File: src/rtl/ps2_mouse_receiver.sv
// Receive-only PS/2 mouse front end: synchronizes and filters the bus, decodes
// 11-bit frames into 3-byte packets and integrates movement into a clamped cursor.
module ps2_mouse_receiver #(
   parameter int FILTER  = 8,
   parameter int TIMEOUT = 100000,
   parameter int XMAX    = 639,
   parameter int YMAX    = 479
) (
   input  logic        CLK,
   input  logic        RESET,
   input  logic        PS2_CLK,
   input  logic        PS2_DATA,
   output logic [31:0] MouseData,
   output logic        MOUSECLICK,
   output logic        PACKET_VALID,
   output logic        FRAME_ERR
);
   localparam int FW = $clog2(FILTER + 1);
   localparam int TW = $clog2(TIMEOUT + 1);

   typedef enum logic [1:0] {IDLE, DATA, PARITY, STOP} state_t;

   logic          clk_meta, clk_sync, data_meta, data_sync;
   logic [FW-1:0] filt_cnt;
   logic          filt_level, filt_prev, fall;
   state_t        state;
   logic [2:0]    bit_cnt;
   logic [7:0]    shift;
   logic          parity_bit, byte_ready, byte_err;
   logic [TW-1:0] to_cnt;
   logic          timeout_hit;
   logic [1:0]    byte_idx;
   logic          b0_l, b0_xs, b0_ys, b0_xo, b0_yo, prev_l;
   logic [7:0]    b1;
   logic [15:0]   x_pos, y_pos, x_new, y_new;
   logic signed [17:0] dx, dy, x_sum, y_sum;

   // Lines idle high, so the synchronizers reset to 1 to avoid a false fall.
   always_ff @(posedge CLK or posedge RESET) begin
      if (RESET) begin
         clk_meta   <= 1'b1;
         clk_sync   <= 1'b1;
         data_meta  <= 1'b1;
         data_sync  <= 1'b1;
         filt_cnt   <= '0;
         filt_level <= 1'b1;
         filt_prev  <= 1'b1;
      end else begin
         clk_meta  <= PS2_CLK;
         clk_sync  <= clk_meta;
         data_meta <= PS2_DATA;
         data_sync <= data_meta;
         filt_prev <= filt_level;
         if (clk_sync == filt_level) begin
            filt_cnt <= '0;
         end else if (filt_cnt == FW'(FILTER - 1)) begin
            filt_level <= clk_sync;
            filt_cnt   <= '0;
         end else begin
            filt_cnt <= filt_cnt + 1'b1;
         end
      end
   end

   assign fall = filt_prev & ~filt_level;
   assign timeout_hit = (to_cnt == TW'(TIMEOUT)) && !fall && (state != IDLE || byte_idx != 2'd0);

   always_ff @(posedge CLK or posedge RESET) begin
      if (RESET) begin
         to_cnt <= '0;
      end else if (fall) begin
         to_cnt <= '0;
      end else if (to_cnt != TW'(TIMEOUT)) begin
         to_cnt <= to_cnt + 1'b1;
      end
   end

   always_ff @(posedge CLK or posedge RESET) begin
      if (RESET) begin
         state      <= IDLE;
         bit_cnt    <= '0;
         shift      <= '0;
         parity_bit <= 1'b0;
         byte_ready <= 1'b0;
         byte_err   <= 1'b0;
      end else begin
         byte_ready <= 1'b0;
         byte_err   <= 1'b0;
         if (timeout_hit) begin
            state <= IDLE;
         end else if (fall) begin
            case (state)
               IDLE: if (!data_sync) begin
                  state   <= DATA;
                  bit_cnt <= '0;
               end
               DATA: begin
                  shift   <= {data_sync, shift[7:1]};
                  bit_cnt <= bit_cnt + 1'b1;
                  if (bit_cnt == 3'd7) state <= PARITY;
               end
               PARITY: begin
                  parity_bit <= data_sync;
                  state      <= STOP;
               end
               default: begin
                  if (data_sync && (^{shift, parity_bit})) byte_ready <= 1'b1;
                  else                                     byte_err   <= 1'b1;
                  state <= IDLE;
               end
            endcase
         end
      end
   end

   // Cursor math in 18-bit signed so the sum can be clamped instead of wrapping.
   always_comb begin
      dx    = {{9{b0_xs}}, b0_xs, b1};
      dy    = {{9{b0_ys}}, b0_ys, shift};
      x_sum = $signed({2'b00, x_pos}) + dx;
      y_sum = $signed({2'b00, y_pos}) - dy;
      x_new = x_pos;
      y_new = y_pos;
      if (!b0_xo) begin
         if (x_sum[17])                     x_new = 16'd0;
         else if (x_sum[16:0] > 17'(XMAX))  x_new = 16'(XMAX);
         else                               x_new = x_sum[15:0];
      end
      if (!b0_yo) begin
         if (y_sum[17])                     y_new = 16'd0;
         else if (y_sum[16:0] > 17'(YMAX))  y_new = 16'(YMAX);
         else                               y_new = y_sum[15:0];
      end
   end

   always_ff @(posedge CLK or posedge RESET) begin
      if (RESET) begin
         byte_idx     <= 2'd0;
         {b0_l, b0_xs, b0_ys, b0_xo, b0_yo} <= '0;
         b1           <= '0;
         prev_l       <= 1'b0;
         x_pos        <= '0;
         y_pos        <= '0;
         MOUSECLICK   <= 1'b0;
         PACKET_VALID <= 1'b0;
         FRAME_ERR    <= 1'b0;
      end else begin
         MOUSECLICK   <= 1'b0;
         PACKET_VALID <= 1'b0;
         FRAME_ERR    <= byte_err | timeout_hit;
         if (byte_err || timeout_hit) begin
            byte_idx <= 2'd0;
         end else if (byte_ready) begin
            case (byte_idx)
               2'd0: if (shift[3]) begin
                  {b0_yo, b0_xo, b0_ys, b0_xs} <= shift[7:4];
                  b0_l     <= shift[0];
                  byte_idx <= 2'd1;
               end
               2'd1: begin
                  b1       <= shift;
                  byte_idx <= 2'd2;
               end
               default: begin
                  x_pos        <= x_new;
                  y_pos        <= y_new;
                  PACKET_VALID <= 1'b1;
                  MOUSECLICK   <= b0_l & ~prev_l;
                  prev_l       <= b0_l;
                  byte_idx     <= 2'd0;
               end
            endcase
         end
      end
   end

   assign MouseData = {x_pos, y_pos};
endmodule

File: config.mk
export PLATFORM = sky130hd
export DESIGN_NAME = ps2_mouse_receiver
export DESIGN_NICKNAME = d
export VERILOG_FILES = /design/src/rtl/ps2_mouse_receiver.sv
export SDC_FILE = /design/constraint.sdc
export NUM_CORES = 1
export LEC_CHECK = 0
export ABC_AREA = 1
export ABC_CLOCK_PERIOD_IN_PS = 6700
export CAP_MARGIN = 30
export CORE_MARGIN = 2
export CORE_UTILIZATION = 35
export CTS_BUF_LIST = sky130_fd_sc_hd__clkbuf_16
export DETAILED_ROUTE_END_ITERATION = 16
export PLACE_DENSITY = 0.59
export SYNTH_ARGS = -nofsm -noshare
export SYNTH_HDL_FRONTEND = slang
export SYNTH_SLANG_ARGS = --single-unit
export TNS_END_PERCENT = 50
File: constraint.sdc
create_clock -name CLK -period 6.7 [get_ports CLK]
set_clock_uncertainty 0.2 [all_clocks]
set_input_delay 1.34 -clock CLK [delete_from_list [all_inputs] [get_ports CLK]]
set_output_delay 1.34 -clock CLK [all_outputs]
set_load 0.01 [all_outputs]
* Yosys cells after proc, flatten, opt, wreduce, memory -nomap -nowiden
Index checks and enable logic that the tools add are counted.
Storage, ports and cells: output and inout port bits 35, bits in registers 94
Cells by class: bitwise logic cells 11, $add $sub $neg 5, eq/ne operators 12, magnitude comparators 2, reduce and logical (&&, ||, !) cells 28, mux-type cells 33
Operators by type and width (number):
- 16-bit 2-to-1 mux | 4
- 17-bit 2-to-1 mux | 2
- 17-bit by 9-bit adder with 18-bit output | 1
- 17-bit by 9-bit subtractor with 18-bit output | 1
- 17-bit by 1-bit adder with 17-bit output (second input constant) | 1
- 17-bit equality test (second input constant) | 1
- 17-bit by 10-bit greater-than comparator with 1-bit output (second input constant) | 1
- 17-bit by 9-bit greater-than comparator with 1-bit output (second input constant) | 1
- 17-bit inequality test (second input constant) | 1
- 4-bit AND reduction | 4
- 3-bit AND reduction | 5
- 1-bit 2-to-1 mux | 14
- 2-bit 2-to-1 mux | 7
- 2-bit nonzero test | 6
- 3-bit inequality test (second input constant) | 3
- 9-bit XOR reduction | 1
- 4-bit 2-to-1 mux | 2
- 1-bit NOT | 8
- 2-bit case mux with 3 select lines | 1
- 3-bit case mux with 2 select lines | 1
- 4-bit by 1-bit adder with 4-bit output (second input constant) | 1
- 2-bit by 1-bit equality test with 1-bit output (second input constant) | 2
- 4-bit by 3-bit equality test with 1-bit output (second input constant) | 1
- 2-bit logical NOT | 2
- other kinds (15) | 20

* Depth between registers and ports, before layout
Gate-level depths: netlist of the first run.
depth in word-level cells 8, mapped depth 17, depth with buffers taken out 17

* Least setup slack after synthesis of the first run
No wires, ideal clock.
path type reg2reg, start register x_pos[0], end register x_pos[4], data required time 6.383 ns, clock period less this slack 2.394 ns, slack 4.306 ns, arrival 2.077 ns, stages on the path, launching flop included 18, library setup time 0.117 ns, cells stage by stage dfrtp_1 > ha_1 > inv_1 > fa_1 > inv_1 > nand3_1 > nand2_4 > nand2_2 > nand2_1 > nand2_1 > nand2_1 > nor2_1 > nor2_1 > nand2_2 > nor2_8 > nand3_1 > nand2_1 > nand2_1
On the way: cells in the longest elaborated chain, start to end 4
Ends and longest elaborated chain:
- start, declared | RTL line 35 | logic [15:0] x_pos, y_pos, x_new, y_new;
- start signal, assigned | RTL line 165 | x_pos <= x_new;
- 17-bit by 9-bit adder with 18-bit output * | RTL line 120 | x_sum = $signed({2'b00, x_pos}) + dx;
- 17-bit by 10-bit greater-than comparator with 1-bit output | RTL line 126 | else if (x_sum[16:0] > 17'(XMAX)) x_new = 16'(XMAX);
- 16-bit 2-to-1 mux | RTL line 126
- 16-bit 2-to-1 mux * | RTL line 125 | if (x_sum[17]) x_new = 16'd0;
Mark *: on every way between the ends. The rest lies on a longest branch, timed or not. A chain may end at the register's enable or synchronous reset.

* Final worst setup path of the first run
start register x_pos[1], end output MouseData[17]
RTL lines:
- end, declared | RTL line 13 | output logic [31:0] MouseData,
No word-level cell between the ends.

==> impl_metrics.env, run 1 <==
export IMPL_clock_sinks=94
export IMPL_drt_iter0_drc=276
export IMPL_vdd_ir_drop_max_v=0.000173
export IMPL_initial_utilization_pct=35.9
export IMPL_clk_latency_ps=350
export IMPL_synthSimpleGateAreaFrac_pct=34.9
export IMPL_met3_usage_pct=2.92
export IMPL_min_to="data_sync$_DFF_PP1_"
export IMPL_synth_seq_area_share_pct=36.5
export IMPL_grt_busiest_layer="met2"
export IMPL_ff2ff_setup_slack_ps=3890
export IMPL_cts_setup_buffers=0
export IMPL_antenna_cells=0
export IMPL_cellInternalPower_mw=1.11
export IMPL_drc_errors=0
export IMPL_grtUsageMet1_pct=21.0
export IMPL_die_w_um=140
export IMPL_synth_seq_cells=94
export IMPL_gr_usage_all_layers_pct=15.1
export IMPL_grt_overflow_total=0
export IMPL_rsz0062_at_grt="false"
export IMPL_synth_warnings=0
export IMPL_worstPathRequired_ps=5160
export IMPL_clkTransAtPathRegs_ps=70
export IMPL_worst_pin_slew_ps=843
export IMPL_die_height_um=140
export IMPL_power_density_nw_per_um2=224
export IMPL_cts_buffer_depth=2
export IMPL_via_per_inst=4.55
export IMPL_hpwl_um=10900
export IMPL_grt_pass1_vias=4996
export IMPL_end_kind="output port"
export IMPL_avgSynthCellArea_um2=7.09
export IMPL_cts_htree_levels=3
export IMPL_cp_depth=1
export IMPL_syn_inst=912
export IMPL_synth_edf_count=0
export IMPL_synth_top_family_by_area="simple AND/OR/NAND/NOR gates"
export IMPL_p_leak_nw=4.10
export IMPL_worst_path_buf_inv=1
export IMPL_max_clock_freq_mhz=346
export IMPL_dr_pass1_iters=7
export IMPL_netlist_area_um2=6460
export IMPL_antenna_found_initial=0
export IMPL_crit_reg2reg_launch="filt_prev$_DFF_PP1_"
export IMPL_relSlewSlack_pct=43.6
export IMPL_drive_above_1_share_pct=8.13
export IMPL_holdCritStartpoint="data_meta$_DFF_PP1_"
export IMPL_area_growth_pct=14.9
export IMPL_core_um2=18000
export IMPL_holdPathStages=0
export IMPL_ctsHoldBuffers=0
export IMPL_slowest_stage="clkdlybuf4s50_1"
export IMPL_vias=5405
export IMPL_drt_total_wl_um=14100
export IMPL_p_switching_mw=0.559
export IMPL_ys_flop_type="dfrtp_1"
export IMPL_cp_max_fo=4
export IMPL_cts_buffers_inserted=9
export IMPL_dieArea_um2=19600
export IMPL_finalHoldViolations=0
export IMPL_portBuffers=38
export IMPL_ant_nets=0
export IMPL_min_period_over_period_pct=43.1
export IMPL_fin_crit_ps=2890
export IMPL_synth_compound_area_share_pct=5.85
export IMPL_wire_per_inst_um=11.9
export IMPL_synth_xor_area_share_pct=3.25
export IMPL_ys_types=40
export IMPL_nets=1004
export IMPL_synthArstFlopShare_pct=100
export IMPL_start_kind="flop"
export IMPL_row_count=49
export IMPL_use_met2_pct=24.0
export IMPL_synthMuxAreaShare_pct=0.174
export IMPL_clockPowerShare_pct=34.3
export IMPL_setup_violations=0
export IMPL_cts_resized=0
export IMPL_swShare_pct=33.6
export IMPL_cts_tree="yes"
export IMPL_r2r_end="y_pos[5]$_DFFE_PP0P_"
export IMPL_synth_fa_ha_area_share_pct=8.94
export IMPL_crit_family="buffers and inverters"
export IMPL_root_buffer="clkbuf_16"
export IMPL_fin_setup_tns_ps=0
export IMPL_grt_max_degree=67
export IMPL_r2r_worst_path_cells=8
export IMPL_p_comb_share_pct=26.3
export IMPL_path_cells="clkdlybuf4s50_1"
export IMPL_io_pins=39
export IMPL_syn_num_nets=961
export IMPL_cp_arrival_ps=1350
export IMPL_maxCapViolations=0
export IMPL_hold_class="flop to flop"
export IMPL_slowest_delay_ps=560
export IMPL_gp_congestion=0.878
export IMPL_status="complete, no violations"
export IMPL_grt_pass1_wl_um=24000
export IMPL_seq_power_share_pct=39.3
export IMPL_worstSetupPathType="flop to output port"
export IMPL_maxSlewViolCount=0
export IMPL_postLayoutCoreUtil_pct=41.2
-- cell type report --
class	count	area [µm²]
multi-input cells	644	3430
well taps	229	287
inverters	167	629
fillers	1927	10600
clock inverters	7	105
repair buffers	39	388
clock buffers	9	225
flip-flops and latches	94	2360
-- layout by cell type (no fill, tap or decap), types with 9 or more instances in the layout --
master and n:
clkbuf_16 9, inv_1 158, a21oi_1 32, nor2_2 10, nor2_1 46, ha_1 43, nand3_1 52, o21ai_0 23
nand4_1 14, o21ai_1 13, clkdlybuf4s50_1 38, nand2_2 13, xor2_1 15, xnor2_1 9, dfrtp_1 88, nand2_1 328
-- synth_stat cells (9+ instances only) --
library cell	number	area, µm²
nand2_1	328	1230
o21ai_0	23	115
nor2_2	10	62.6
inv_1	159	597
nor2_1	46	173
xor2_1	15	131
nand2_2	13	81.3
a21oi_1	32	160
nand4_1	14	87.6
ha_1	43	538
nand3_1	52	260
xnor2_1	9	78.8
o21ai_1	13	65.1
dfrtp_1	88	2200
-- metrics by stage --
step / area, µm² / power (mW) / worst slack [ps] / hold slack [ps] / cells
final: 7430 / 1.67 / 3810 / 157 / 1189
after floorplan: 6460 / 1.02 / 2720 / 145 / 912
after global routing: 7430 / 1.79 / 3560 / 167 / 1189
after detailed placement: 7100 / 1.11 / 3520 / 148 / 1173
after CTS: 7430 / 1.69 / 3790 / 159 / 1189
after global placement: 7100 / 1.10 / 3540 / 147 / 1173
-- power groups by stage --
| stage | combinational, mW | clock, mW | sequential, mW |
|---|---|---|---|
| after floorplan | 0.358 | 0 | 0.658 |
| after global routing | 0.509 | 0.617 | 0.662 |
| after global placement | 0.438 | 0 | 0.666 |
| after CTS | 0.443 | 0.590 | 0.655 |
| after detailed placement | 0.441 | 0 | 0.666 |
| final | 0.439 | 0.572 | 0.655 |
-- how the worst max path moves through the flow --
stage | startpoint | end | slack [ps]
after floorplan | RESET | FRAME_ERR$_DFF_PP0_ | 2720
after global placement | RESET | y_pos[13]$_DFFE_PP0P_ | 3540
after detailed placement | RESET | y_pos[13]$_DFFE_PP0P_ | 3520
after CTS | x_pos[1]$_DFFE_PP0P_ | MouseData[17] | 3790
after global routing | filt_prev$_DFF_PP1_ | y_pos[5]$_DFFE_PP0P_ | 3560
final | x_pos[1]$_DFFE_PP0P_ | MouseData[17] | 3810
-- state kept, by name, summed over array words and instances (netlist names), 2 cells and up --
signal and count:
state 2, to_cnt 17, y_pos 16, bit_cnt 3
x_pos 16, shift 8, byte_idx 2, b1 8
filt_cnt 4
-- per-layer routing --
metal	routed length [µm]	vias up	part of all wire, %
met5	0	-	0
li1	-	2901	-
met2	6330	77	45
met3	486	12	3.4
met4	165	0	1.2
met1	7160	2415	51
-- cell families after synthesis --
group           Yosys count
fa+ha+maj                45
mux                       1
compound gates           73
simple gates            501
buf+inv                 174
xor+xnor                 24
flops                    94
(Power assumes the default switching activity.)
==> run 2: changes to the inputs <==
--- a/config.mk
+++ b/config.mk
@@ -6,13 +6,13 @@
 export NUM_CORES = 1
 export LEC_CHECK = 0
 export ABC_AREA = 1
-export ABC_CLOCK_PERIOD_IN_PS = 6700
+export ABC_CLOCK_PERIOD_IN_PS = 2650
 export CAP_MARGIN = 30
 export CORE_MARGIN = 2
 export CORE_UTILIZATION = 35
 export CTS_BUF_LIST = sky130_fd_sc_hd__clkbuf_16
 export DETAILED_ROUTE_END_ITERATION = 16
-export PLACE_DENSITY = 0.59
+export PLACE_DENSITY = 0.61
 export SYNTH_ARGS = -nofsm -noshare
 export SYNTH_HDL_FRONTEND = slang
 export SYNTH_SLANG_ARGS = --single-unit
==> constraint.sdc (replaced) <==
create_clock -name CLK -period 2.65 [get_ports CLK]
set_clock_uncertainty 0.2 [all_clocks]
set_input_delay 0.53 -clock CLK [delete_from_list [all_inputs] [get_ports CLK]]
set_output_delay 0.53 -clock CLK [all_outputs]
set_load 0.01 [all_outputs]
==> run 2 against run 1 <==
Compared with the run above: critical path depth increased by 14; worst setup slack lost 3700 ps; register-to-register slack lost 3800 ps; cell area up 9.3%; clock power is 120% higher; first-iteration DRC count increased by 13%; via count rose by 6.7%; utilization rose by 3.8 points; sequential power rose to 2.5 times the previous value; total power rose to 2.6 times the previous value; non-clock buffer count up 37; critical path type is now flop to flop.
==> impl_metrics.env, run 2 (synthesis results as in run 1) <==
export IMPL_status="complete, no violations"
export IMPL_setup_violations=0
export IMPL_start_kind="flop"
export IMPL_maxCapViolations=0
export IMPL_drt_iter0_drc=311
export IMPL_p_comb_share_pct=31.6
export IMPL_cts_tree="yes"
export IMPL_worstSetupPathType="flop to flop"
export IMPL_hold_class="flop to flop"
export IMPL_cp_max_fo=5
export IMPL_grt_overflow_total=0
export IMPL_io_pins=39
export IMPL_r2r_end="y_pos[4]$_DFFE_PP0P_"
export IMPL_vias=5769
export IMPL_crit_end="y_pos[4]$_DFFE_PP0P_"
export IMPL_grt_pass1_vias=5413
export IMPL_r2r_worst_path_cells=15
export IMPL_swShare_pct=37.0
export IMPL_root_buffer="clkbuf_16"
export IMPL_cts_htree_levels=3
export IMPL_crit_reg2reg_launch="b0_ys$_DFFE_PP0P_"
export IMPL_die_w_um=140
export IMPL_cts_buffer_depth=2
export IMPL_max_clock_freq_mhz=389
export IMPL_dieArea_um2=19600
export IMPL_worstPathRequired_ps=2700
export IMPL_drc_errors=0
export IMPL_row_count=49
export IMPL_vdd_ir_drop_max_v=0.000351
export IMPL_nets=1047
export IMPL_holdWs_ps=157
export IMPL_final_common_cell="nand2_1"
export IMPL_ctsHoldBuffers=0
export IMPL_fin_crit_ps=2570
export IMPL_gp_congestion=0.881
export IMPL_clkTransAtPathRegs_ps=70
export IMPL_grt_max_degree=50
export IMPL_p_switching_mw=1.58
export IMPL_place_inst=1194
export IMPL_area_growth_pct=25.6
export IMPL_antenna_cells=0
export IMPL_relSlewSlack_pct=69.8
export IMPL_ant_nets=0
export IMPL_ff2ff_setup_slack_ps=80
export IMPL_via_per_inst=4.68
export IMPL_portBuffers=38
export IMPL_die_height_um=140
export IMPL_wire_per_inst_um=13.2
export IMPL_min_period_over_period_pct=96.9
export IMPL_finalHoldViolations=0
export IMPL_startpoint="b0_ys$_DFFE_PP0P_"
export IMPL_dr_pass1_iters=5
export IMPL_drive_above_1_share_pct=17.5
export IMPL_drt_total_wl_um=16300
export IMPL_stdcell_count=1232
export IMPL_fin_area_um2=8120
export IMPL_gr_usage_all_layers_pct=16.4
export IMPL_largest_reg_flops=17
export IMPL_largest_register="to_cnt"
export IMPL_maxSlewViolCount=0
export IMPL_clk_latency_ps=360
export IMPL_clock_sinks=94
export IMPL_end_kind="flop"
export IMPL_core_um2=18000
export IMPL_worst_pin_slew_ps=452
export IMPL_cp_arrival_ps=2620
export IMPL_dpl_cell_area_um2=7290
export IMPL_clockPowerShare_pct=29.7
export IMPL_p_leak_nw=4.29
export IMPL_seq_power_share_pct=38.7
export IMPL_initial_utilization_pct=35.9
export IMPL_power_density_nw_per_um2=528
export IMPL_layout_common_cells="nand2_1 (317), inv_1 (157), dfrtp_1 (85)"
export IMPL_cts_buffers_inserted=9
export IMPL_grt_pass1_wl_um=26100
export IMPL_cellInternalPower_mw=2.70
export IMPL_hpwl_um=11600
export IMPL_antenna_found_initial=0
export IMPL_top_regs="to_cnt: 17 flops, x_pos: 16 flops, y_pos: 16 flops"
==> run 2: critical path: stages, from the launching register on <==
cell        delay, ps
dfrtp_2           430
clkinvlp_4        120
buf_12            150
ha_4              290
nand2_1           110
nor2_2            140
and2_1            160
nand2_1            80
nand2_1            80
nand2_1            50
nand2_1           100
nand3_4           140
nor2_8            190
nand3_1           110
nand2_1            70
nand2_1            40
==> run 2: cell type report <==
| cell class | instances | area (µm²) |
|---|---|---|
| clock buffers | 9 | 225 |
| flip-flops and latches | 94 | 2360 |
| multi-input cells | 649 | 3830 |
| well taps | 229 | 287 |
| fillers | 1863 | 9910 |
| inverters | 167 | 634 |
| repair buffers | 76 | 716 |
| clock inverters | 7 | 56.3 |
| repair inverters | 1 | 7.51 |
==> run 2: power groups by stage <==
stage | sequential (mW) | clock [mW] | combinational [mW]
finish | 1.66 | 1.27 | 1.36
global route | 1.68 | 1.37 | 1.53
CTS | 1.66 | 1.31 | 1.23
detailed placement | 1.69 | 0 | 1.18
global placement | 1.68 | 0 | 1.15
floorplan | 1.66 | 0 | 0.905
==> run 2: stage by stage <==
stage	TNS (ps)	worst slack [ps]	utilization [%]	power (mW)
floorplan	0	256	-	2.57
global placement	0	4.31	40.5	2.83
detailed placement	-92.8	-25.0	40.5	2.86
CTS	0	4.25	42.2	4.20
global route	-152	-59.6	45.0	4.58
finish	0	81.3	45.0	4.28
==> run 2: worst min path at each step <==
stage | slack [ps] | startpoint | endpoint | cells after the start
6_report | 160 | data_meta$_DFF_PP1_ | data_sync$_DFF_PP1_ | 0
5_1_grt | 160 | clk_meta$_DFF_PP1_ | clk_sync$_DFF_PP1_ | 0
4_1_cts | 160 | data_meta$_DFF_PP1_ | data_sync$_DFF_PP1_ | 0
3_5_place_dp | 150 | data_meta$_DFF_PP1_ | data_sync$_DFF_PP1_ | 0
3_3_place_gp | 150 | clk_meta$_DFF_PP1_ | clk_sync$_DFF_PP1_ | 0
2_1_floorplan | 150 | clk_meta$_DFF_PP1_ | clk_sync$_DFF_PP1_ | 0
==> run 2: layer usage <==
metal | GRT usage, % | up-vias | share of wire (%)
met5 | 0 | - | 0
met4 | 5.37 | 0 | 1.8
met3 | 2.31 | 22 | 2.9
met2 | 26.9 | 91 | 47
met1 | 22.3 | 2658 | 48
li1 | - | 2998 | -
==> run 2: what timing repair did <==
item	4_1_cts	5_1_grt
setup buffers	1	15
pin swaps	2	19
cloned	2	4
endpoints found under the setup margin	16	19
hold endpoints to repair	0	0
gates resized for setup	5	65
